## config.mk

```make
export PLATFORM = sky130hd
export DESIGN_NAME = rr_arbiter4
export DESIGN_NICKNAME = d
export VERILOG_FILES = /design/src/rtl/arb_pkg.sv /design/src/rtl/rr_pick.sv /design/src/rtl/rr_arbiter4.sv
export SDC_FILE = /design/constraint.sdc
export NUM_CORES = 1
export LEC_CHECK = 0
export BUFFER_PORTS_ARGS = -buffer_cell sky130_fd_sc_hd__buf_2
export CORE_MARGIN = 4
export CORE_UTILIZATION = 55
export CTS_CLUSTER_DIAMETER = 80
export DETAILED_ROUTE_END_ITERATION = 10
export GPL_ROUTABILITY_DRIVEN = 1
export PLACE_DENSITY = 0.78
export SLEW_MARGIN = 0
export SYNTH_ARGS = -nofsm -noshare
export SYNTH_HDL_FRONTEND = slang
export SYNTH_HIERARCHICAL = 1
export SYNTH_SLANG_ARGS = --single-unit
```

## constraint.sdc

```tcl
create_clock -name clk -period 2.7 [get_ports clk]
set_input_delay 0.675 -clock clk [delete_from_list [all_inputs] [get_ports clk]]
set_output_delay 0.675 -clock clk [all_outputs]
set_load 0.02 [all_outputs]
```

## src/rtl/arb_pkg.sv

```systemverilog
// Shared definitions for the round-robin arbiter: requester count,
// FSM state type and the one-hot grant encoder.
package arb_pkg;

    localparam int ARB_N = 4;

    typedef enum logic {
        IDLE  = 1'b0,
        GRANT = 1'b1
    } arb_state_t;

    function automatic logic [ARB_N-1:0] onehot4(input logic [1:0] idx);
        logic [ARB_N-1:0] vec;
        vec      = '0;
        vec[idx] = 1'b1;
        return vec;
    endfunction

endpackage : arb_pkg

```

## src/rtl/rr_pick.sv

```systemverilog
// Circular priority picker: finds the first set request bit at or after
// ptr, wrapping from 3 back to 0. Purely combinational.
module rr_pick
    import arb_pkg::*;
(
    input  logic [ARB_N-1:0] req,
    input  logic [1:0]       ptr,
    output logic             any,
    output logic [1:0]       idx
);

    logic [1:0] cand;
    logic       found;

    // NOTE: every signal written here gets a default first, so no path
    // leaves a value unassigned and no latch is inferred.
    always_comb begin
        any   = |req;
        idx   = ptr;
        cand  = ptr;
        found = 1'b0;
        // 2-bit addition wraps modulo 4, which gives the circular scan.
        for (int k = 0; k < ARB_N; k++) begin
            cand = ptr + 2'(k);
            if (!found && req[cand]) begin
                idx   = cand;
                found = 1'b1;
            end
        end
    end

endmodule : rr_pick

```

## src/rtl/rr_arbiter4.sv

```systemverilog
// Four-requester round-robin arbiter with a registered zero/one-hot grant,
// a bounded hold time and a single-cycle timeout pulse on forced release.
module rr_arbiter4
    import arb_pkg::*;
#(
    parameter int N        = ARB_N,
    parameter int MAX_HOLD = 16
) (
    input  logic         clk,
    input  logic         rst,
    input  logic [N-1:0] req,
    input  logic         done,
    output logic [N-1:0] gnt,
    output logic         gnt_valid,
    output logic         timeout
);

    localparam int            HW         = $clog2(MAX_HOLD + 1);
    localparam logic [HW-1:0] HOLD_LIMIT = HW'(MAX_HOLD);

    arb_state_t    state_q, state_d;
    logic [1:0]    ptr_q, ptr_d;
    logic [1:0]    hidx_q, hidx_d;
    logic [HW-1:0] hcnt_q, hcnt_d;
    logic [N-1:0]  gnt_q, gnt_d;
    logic          gnt_valid_q, gnt_valid_d;
    logic          timeout_q, timeout_d;

    logic          pick_any;
    logic [1:0]    pick_idx;
    logic          rel_voluntary;
    logic          rel_limit;

    rr_pick u_pick (
        .req (req),
        .ptr (ptr_q),
        .any (pick_any),
        .idx (pick_idx)
    );

    // A holder that signals done or drops its request outranks the hold
    // limit, so the timeout pulse only marks a genuinely forced release.
    assign rel_voluntary = done | ~req[hidx_q];
    assign rel_limit     = (hcnt_q == HOLD_LIMIT);

    always_comb begin
        state_d     = state_q;
        ptr_d       = ptr_q;
        hidx_d      = hidx_q;
        hcnt_d      = hcnt_q;
        gnt_d       = gnt_q;
        gnt_valid_d = gnt_valid_q;
        timeout_d   = 1'b0;

        unique case (state_q)
            IDLE: begin
                if (pick_any) begin
                    state_d     = GRANT;
                    hidx_d      = pick_idx;
                    hcnt_d      = HW'(1);
                    gnt_d       = onehot4(pick_idx);
                    gnt_valid_d = 1'b1;
                end else begin
                    gnt_d       = '0;
                    gnt_valid_d = 1'b0;
                end
            end

            GRANT: begin
                if (rel_voluntary || rel_limit) begin
                    // Releasing always passes through one idle cycle, so the
                    // grant vector never switches directly between holders.
                    state_d     = IDLE;
                    ptr_d       = hidx_q + 2'd1;
                    hcnt_d      = '0;
                    gnt_d       = '0;
                    gnt_valid_d = 1'b0;
                    timeout_d   = rel_limit & ~rel_voluntary;
                end else begin
                    hcnt_d = hcnt_q + HW'(1);
                end
            end

            default: begin
                state_d     = IDLE;
                gnt_d       = '0;
                gnt_valid_d = 1'b0;
            end
        endcase
    end

    // NOTE: state registers use non-blocking assignments so every flop
    // samples the pre-edge value of every other flop.
    always_ff @(posedge clk or posedge rst) begin
        if (rst) begin
            state_q     <= IDLE;
            ptr_q       <= 2'd0;
            hidx_q      <= 2'd0;
            hcnt_q      <= '0;
            gnt_q       <= '0;
            gnt_valid_q <= 1'b0;
            timeout_q   <= 1'b0;
        end else begin
            state_q     <= state_d;
            ptr_q       <= ptr_d;
            hidx_q      <= hidx_d;
            hcnt_q      <= hcnt_d;
            gnt_q       <= gnt_d;
            gnt_valid_q <= gnt_valid_d;
            timeout_q   <= timeout_d;
        end
    end

    assign gnt       = gnt_q;
    assign gnt_valid = gnt_valid_q;
    assign timeout   = timeout_q;

endmodule : rr_arbiter4

```

* Word-level counts from Yosys, hierarchy flattened
Cells that the tools add are included.
** Storage, ports and cells
- Register bits :: 16
- Word-level logic and storage cells :: 69
** Operators by class
- Add/sub/neg operators :: 5
- $lt $le $gt $ge :: 7
- Equal/unequal tests :: 3
- Muxes and demuxes :: 31
- Bitwise logic cells :: 5
- Reductions and logical operators :: 11
** Operators by type and width (count)
- < comparator 2 x 3 -> 1 bit (second input constant) :: 6
- two-way mux 1 bit :: 14
- binary-select mux 1 bit (select 2 bit) :: 5
- two-way mux 5 bit :: 2
- one-hot mux 5 bit (2 select lines) :: 1
- two-way mux 4 bit :: 2
- one-hot mux 4 bit (2 select lines) :: 1
- two-way mux 2 bit :: 3
- adder 5 x 1 -> 5 bit (second input constant) :: 1
- equality test 5 bit (second input constant) :: 1
- adder 2 x 1 -> 2 bit (second input constant) :: 2
- adder 2 bit (second input constant) :: 2
- logical AND 1 bit :: 4
- one-hot mux 1 bit (2 select lines) :: 2
- AND reduction 2 bit :: 2
- OR reduction 4 bit :: 1
- zero test 1 bit :: 3
- NOT 1 bit :: 3
- demux 1 bit (select 2 bit) :: 1
- greater-or-equal comparator 2 x 1 -> 1 bit (second input constant) :: 1
- != test 2 x 1 -> 1 bit (second input constant) :: 1
- != test 2 bit (second input constant) :: 1
- AND 1 bit :: 1
- logical OR 1 bit :: 1
- bitwise OR 1 bit :: 1

* Longest topological paths before layout
- Depth after elaboration :: 18
- Depth in mapped cells :: 6
- Depth with buffers taken out :: 5

* Cells and area by module
The synthesis kept the hierarchy.
** Modules (own cells, without submodules)
- rr_arbiter4 :: instances 1, cells an instance 65, area each 745.7 µm², sequential area each 400.4 µm²
- rr_pick :: instances 1, cells an instance 16, area each 96.3 µm², sequential area each 0.0 µm²

* Worst setup path before layout
Ideal clock, no wire load.
- Path type :: input-to-reg
- Start :: input port req[3]
- End :: register ptr_q[1]
- Arrival :: 1707 ps
- Required time :: 2572 ps
- Path slack :: 865 ps
- Cell stages on the path :: 3
- Path buffers :: 0
- Cells stage by stage :: mux4_2 -> a31oi_2 -> mux2_1
** On the way
- Longest elaborated chain between the ends :: 6
** Ends and longest elaborated chain
- start, declared :: RTL line rr_arbiter4.sv:11 : input logic [N-1:0] req,
- binary-select mux 1 bit (select 2 bit) :: RTL line rr_arbiter4.sv:43 : assign rel_voluntary = done | ~req[hidx_q];
- two-way mux 1 bit (not written as such) :: RTL line rr_arbiter4.sv:43
- NOT 1 bit :: RTL line rr_arbiter4.sv:43
- bitwise OR 1 bit :: RTL line rr_arbiter4.sv:43
- logical OR 1 bit :: RTL line rr_arbiter4.sv:70 : if (rel_voluntary || rel_limit) begin
- AND reduction 2 bit (no line)
- end signal, assigned :: RTL line rr_arbiter4.sv:105 : ptr_q <= ptr_d;
- end, declared :: RTL line rr_arbiter4.sv:22 : logic [1:0] ptr_q, ptr_d;
No other way between the ends. The select of a mux whose other input is x is not followed.
A chain may end at the register's enable or synchronous reset.

* Worst setup path in the final report
Ends and elaborated chain as after synthesis.

==> metrics.md <==
| Metric | Value |
|---|---|
| Register area | 400.4 sq um |
| Crit. End Element | flop |
| Grt ovf | 0 |
| Starting density of the core | 0.6163 |
| Placed Cells incl. Taps | 107 |
| Post-CTS Resized | 0 |
| DRT Wirelength | 1456 um |
| Root Driver | clkbuf_4 |
| Die Span Y | 47.13 um |
| IO Port Bufs | 12 |
| RSZ-0062 raised after global routing | false |
| Pre-Repair DR Iteration Count | 4 |
| Top post-synthesis cells by area | dfrtp_1 48%, nand2_1 4.9%, inv_1 3.1% |
| Fin Setup TNS | 0 ns |
| Synthesized cell area | 842.1 sq um |
| Data arrival time of the critical path | 1.89 ns |
| Global-route wire length before repair | 2553 um |
| Outcome | finished, final reports clean |
| Max Slew Vio Count | 0 |
| R2r setup slk | 1.01 ns |
| Final setup viols | 0 |
| Sequential area share after synthesis | 0.4755 |
| All-Layer GR Usage | 0.1647 |
| Leakage | 0.4787 nW |
| Worst relative slew slack | 0.6230 |
| Flops & latches, synth | 16 |
| Final period util | 0.6359 |
| Min-Delay Path Class | in2async |
| Post-Syn Nets | 90 |
| Routed len/inst | 13.12 um |
| CTS Hold Bufs | 0 |
| TritonCTS Buffers | 3 |
| Mapped Avg Cell Area | 10.40 sq um |
| Fin nets | 106 |
| Horiz. Die Dim | 47.13 um |
| Worst-Margin Slew | 0.5649 ns |
| RePlAce Congestion | 0.7715 |
| Fill cells | 111 |
| Detail Route Antenna Nets | 0 |
| Die area | 2221 sq um |
| Post-synth ARST share | 1.000 |
| Delay-heaviest family, CP | multiplexers |
| Residual DRC | 0 |
| Drt via density | 5.811 |
| F_max | 582.5 MHz |
| Core area | 1366 sq um |
| Crit-path max FO | 6 |
| DR vias | 645 |
| Vias in the first global route | 622 |
| Synth cell types | 33 |
| Clock Sinks | 16 |
| I/O pin count | 13 |
| Non-Filler Instances | 111 |
| Clk_skew | 0.003547 ns |
| Detailed Place HPWL | 1116 um |
| Crit-path cells | buf_2 > mux4_2 > a31oi_2 > mux2_1 |
| Top cell type's share of synthesized area | 0.4755 |
| Clk slew on worst S/H paths | 0.09 ns |
| Post-CTS Setup Bufs | 0 |
| CP max-delay cell | mux4_2 |
| Worst Path Required | 2.88 ns |
| Initial antenna violation count | 0 |
| Final hold violation count | 0 |
| Clock Latency Late Sink | 0.29 ns |
| CP peak stage delay | 0.52 ns |
| Largest net degree at the start of global routing | 17 |
| Worst setup SP type | input pin |
| Clk buf depth | 2 |
| Gate Count Post-Synth | 81 |
| Yosys warns | 6 |
| PwrDens | 962.0 nW/um^2 |
| Post-layout minimum cycle time | 1.717 ns |
| Worst Hold Slack | 0.4286 ns |
| Critical path class | in2reg |
| Row count | 13 |
| N_diodes | 0 |
| Total power | 0.9099 mW |
| Layout cells sized above 1 | 0.2083 |
| Post-synth EDFFs | 0 |
| Largest area contributor in the netlist | dfrtp_1 |
| Max-Cap Viols | 0 |
| H-tree Lvls | 1 |
| Initial DRC count | 25 |
| Multi-input logic area | 404.1 sq um |
| Maximum VDD drop | 0.0007402 V |
| TritonCTS clock tree | yes |
| Primary FF master, synth | dfrtp_1 |
| Area added between synthesis and finish | 12.33% |
| CP bufs+invs | 1 |
==> per-layer routing <==
metal,wire length [um],GRT usage,up-vias
li1,-,-,314
met1,704,0.2192,309
met2,629,0.2547,19
met3,103,0.04598,3
met4,19,0.06630,0
met5,0,0,-
==> final timing paths <==
check,cells after the start,end,startpoint
hold / removal,2,hcnt_q[2]$_DFFE_PP0P_,rst
hold reg to reg,1,gnt[2]$_DFFE_PP0P_,gnt[2]$_DFFE_PP0P_
setup reg to reg,3,ptr_q[1]$_DFFE_PP0P_,hidx_q[0]$_DFFE_PP0P_
setup / recovery,4,ptr_q[1]$_DFFE_PP0P_,req[3]
max in group asynchronous,2,hidx_q[1]$_DFFE_PP0P_,rst
min in group clk,1,gnt[2]$_DFFE_PP0P_,gnt[2]$_DFFE_PP0P_
==> cell usage after synthesis (all sizes together) (2+ instances only) <==
master,instances
a21o,3
a22o,2
dfrtp,16
ha,2
inv,7
nand2,11
nand2b,3
nand3,2
nor2,5
nor2b,2
o21a,2
o21ai,3
xnor2,2
xor2,2
==> layout make-up <==
cell class	count	area share
Multi-Input combinational cell	57	0.4272
Sequential cell	16	0.4233
Timing Repair Buffer	12	0.06349
Clock buffer	4	0.03836
Inverter	7	0.02778
Tap cell	15	0.01984
==> power by group <==
group          internal (mW)  total (mW)  switching, mW
clock                 0.0822       0.156         0.0735
combinational          0.153       0.350          0.197
sequential             0.322       0.405         0.0826
total                  0.557       0.910          0.353
==> placed cells by master, fill, tap and decap left out <==
cell type / n
nand3b_1: 1
a22o_1: 2
buf_2: 12
clkbuf_4: 3
nor3_1: 1
clkbuf_8: 1
o2111ai_1: 1
nor2b_1: 2
nand4bb_1: 1
a21oi_1: 1
o2bb2ai_1: 1
nor2_1: 5
xor2_1: 2
nand2_1: 11
o21ai_0: 3
and2b_2: 1
nand3_1: 2
o22ai_1: 1
o21a_1: 2
a31oi_2: 1
ha_1: 2
mux2i_1: 1
a221oi_2: 1
dfrtp_1: 16
xnor2_1: 2
mux4_2: 1
mux2_1: 1
a32o_1: 1
a21o_1: 3
nand4b_1: 1
inv_1: 7
nor4b_1: 1
nand2b_1: 3
and3_1: 1
or3_1: 1
==> state kept, by name, summed over array words and instances (netlist names) <==
signal	flops
gnt_valid	1
hidx_q	2
gnt	4
timeout	1
hcnt_q	5
state_q	1
ptr_q	2
==> worst reg2reg max path: stages, from the launching register on <==
cell,delay [ns]
dfrtp_1,0.43
mux4_2,0.57
a31oi_2,0.23
mux2_1,0.35
==> cells by family after synthesis <==
| group | synth area share |
|---|---|
| adder cells (fa/ha/maj) | 0.02971 |
| flip-flops | 0.4755 |
| buffers and inverters | 0.04458 |
| AO/OA/AOI/OAI | 0.1619 |
| AND/OR/NAND/NOR | 0.1947 |
| multiplexers | 0.05200 |
| XOR/XNOR | 0.04161 |
==> per-stage QoR <==
step,setup WS [ns],cell area [sq um],util
after floorplan,0.8654,842.1,-
after global placement,0.7065,909.6,0.6658
after detailed placement,0.6757,909.6,0.6658
after CTS,0.9789,945.9,0.6923
after global routing,0.9272,945.9,0.6923
final,0.9831,945.9,0.6923
No activity file was read; power rests on OpenSTA's default activity.
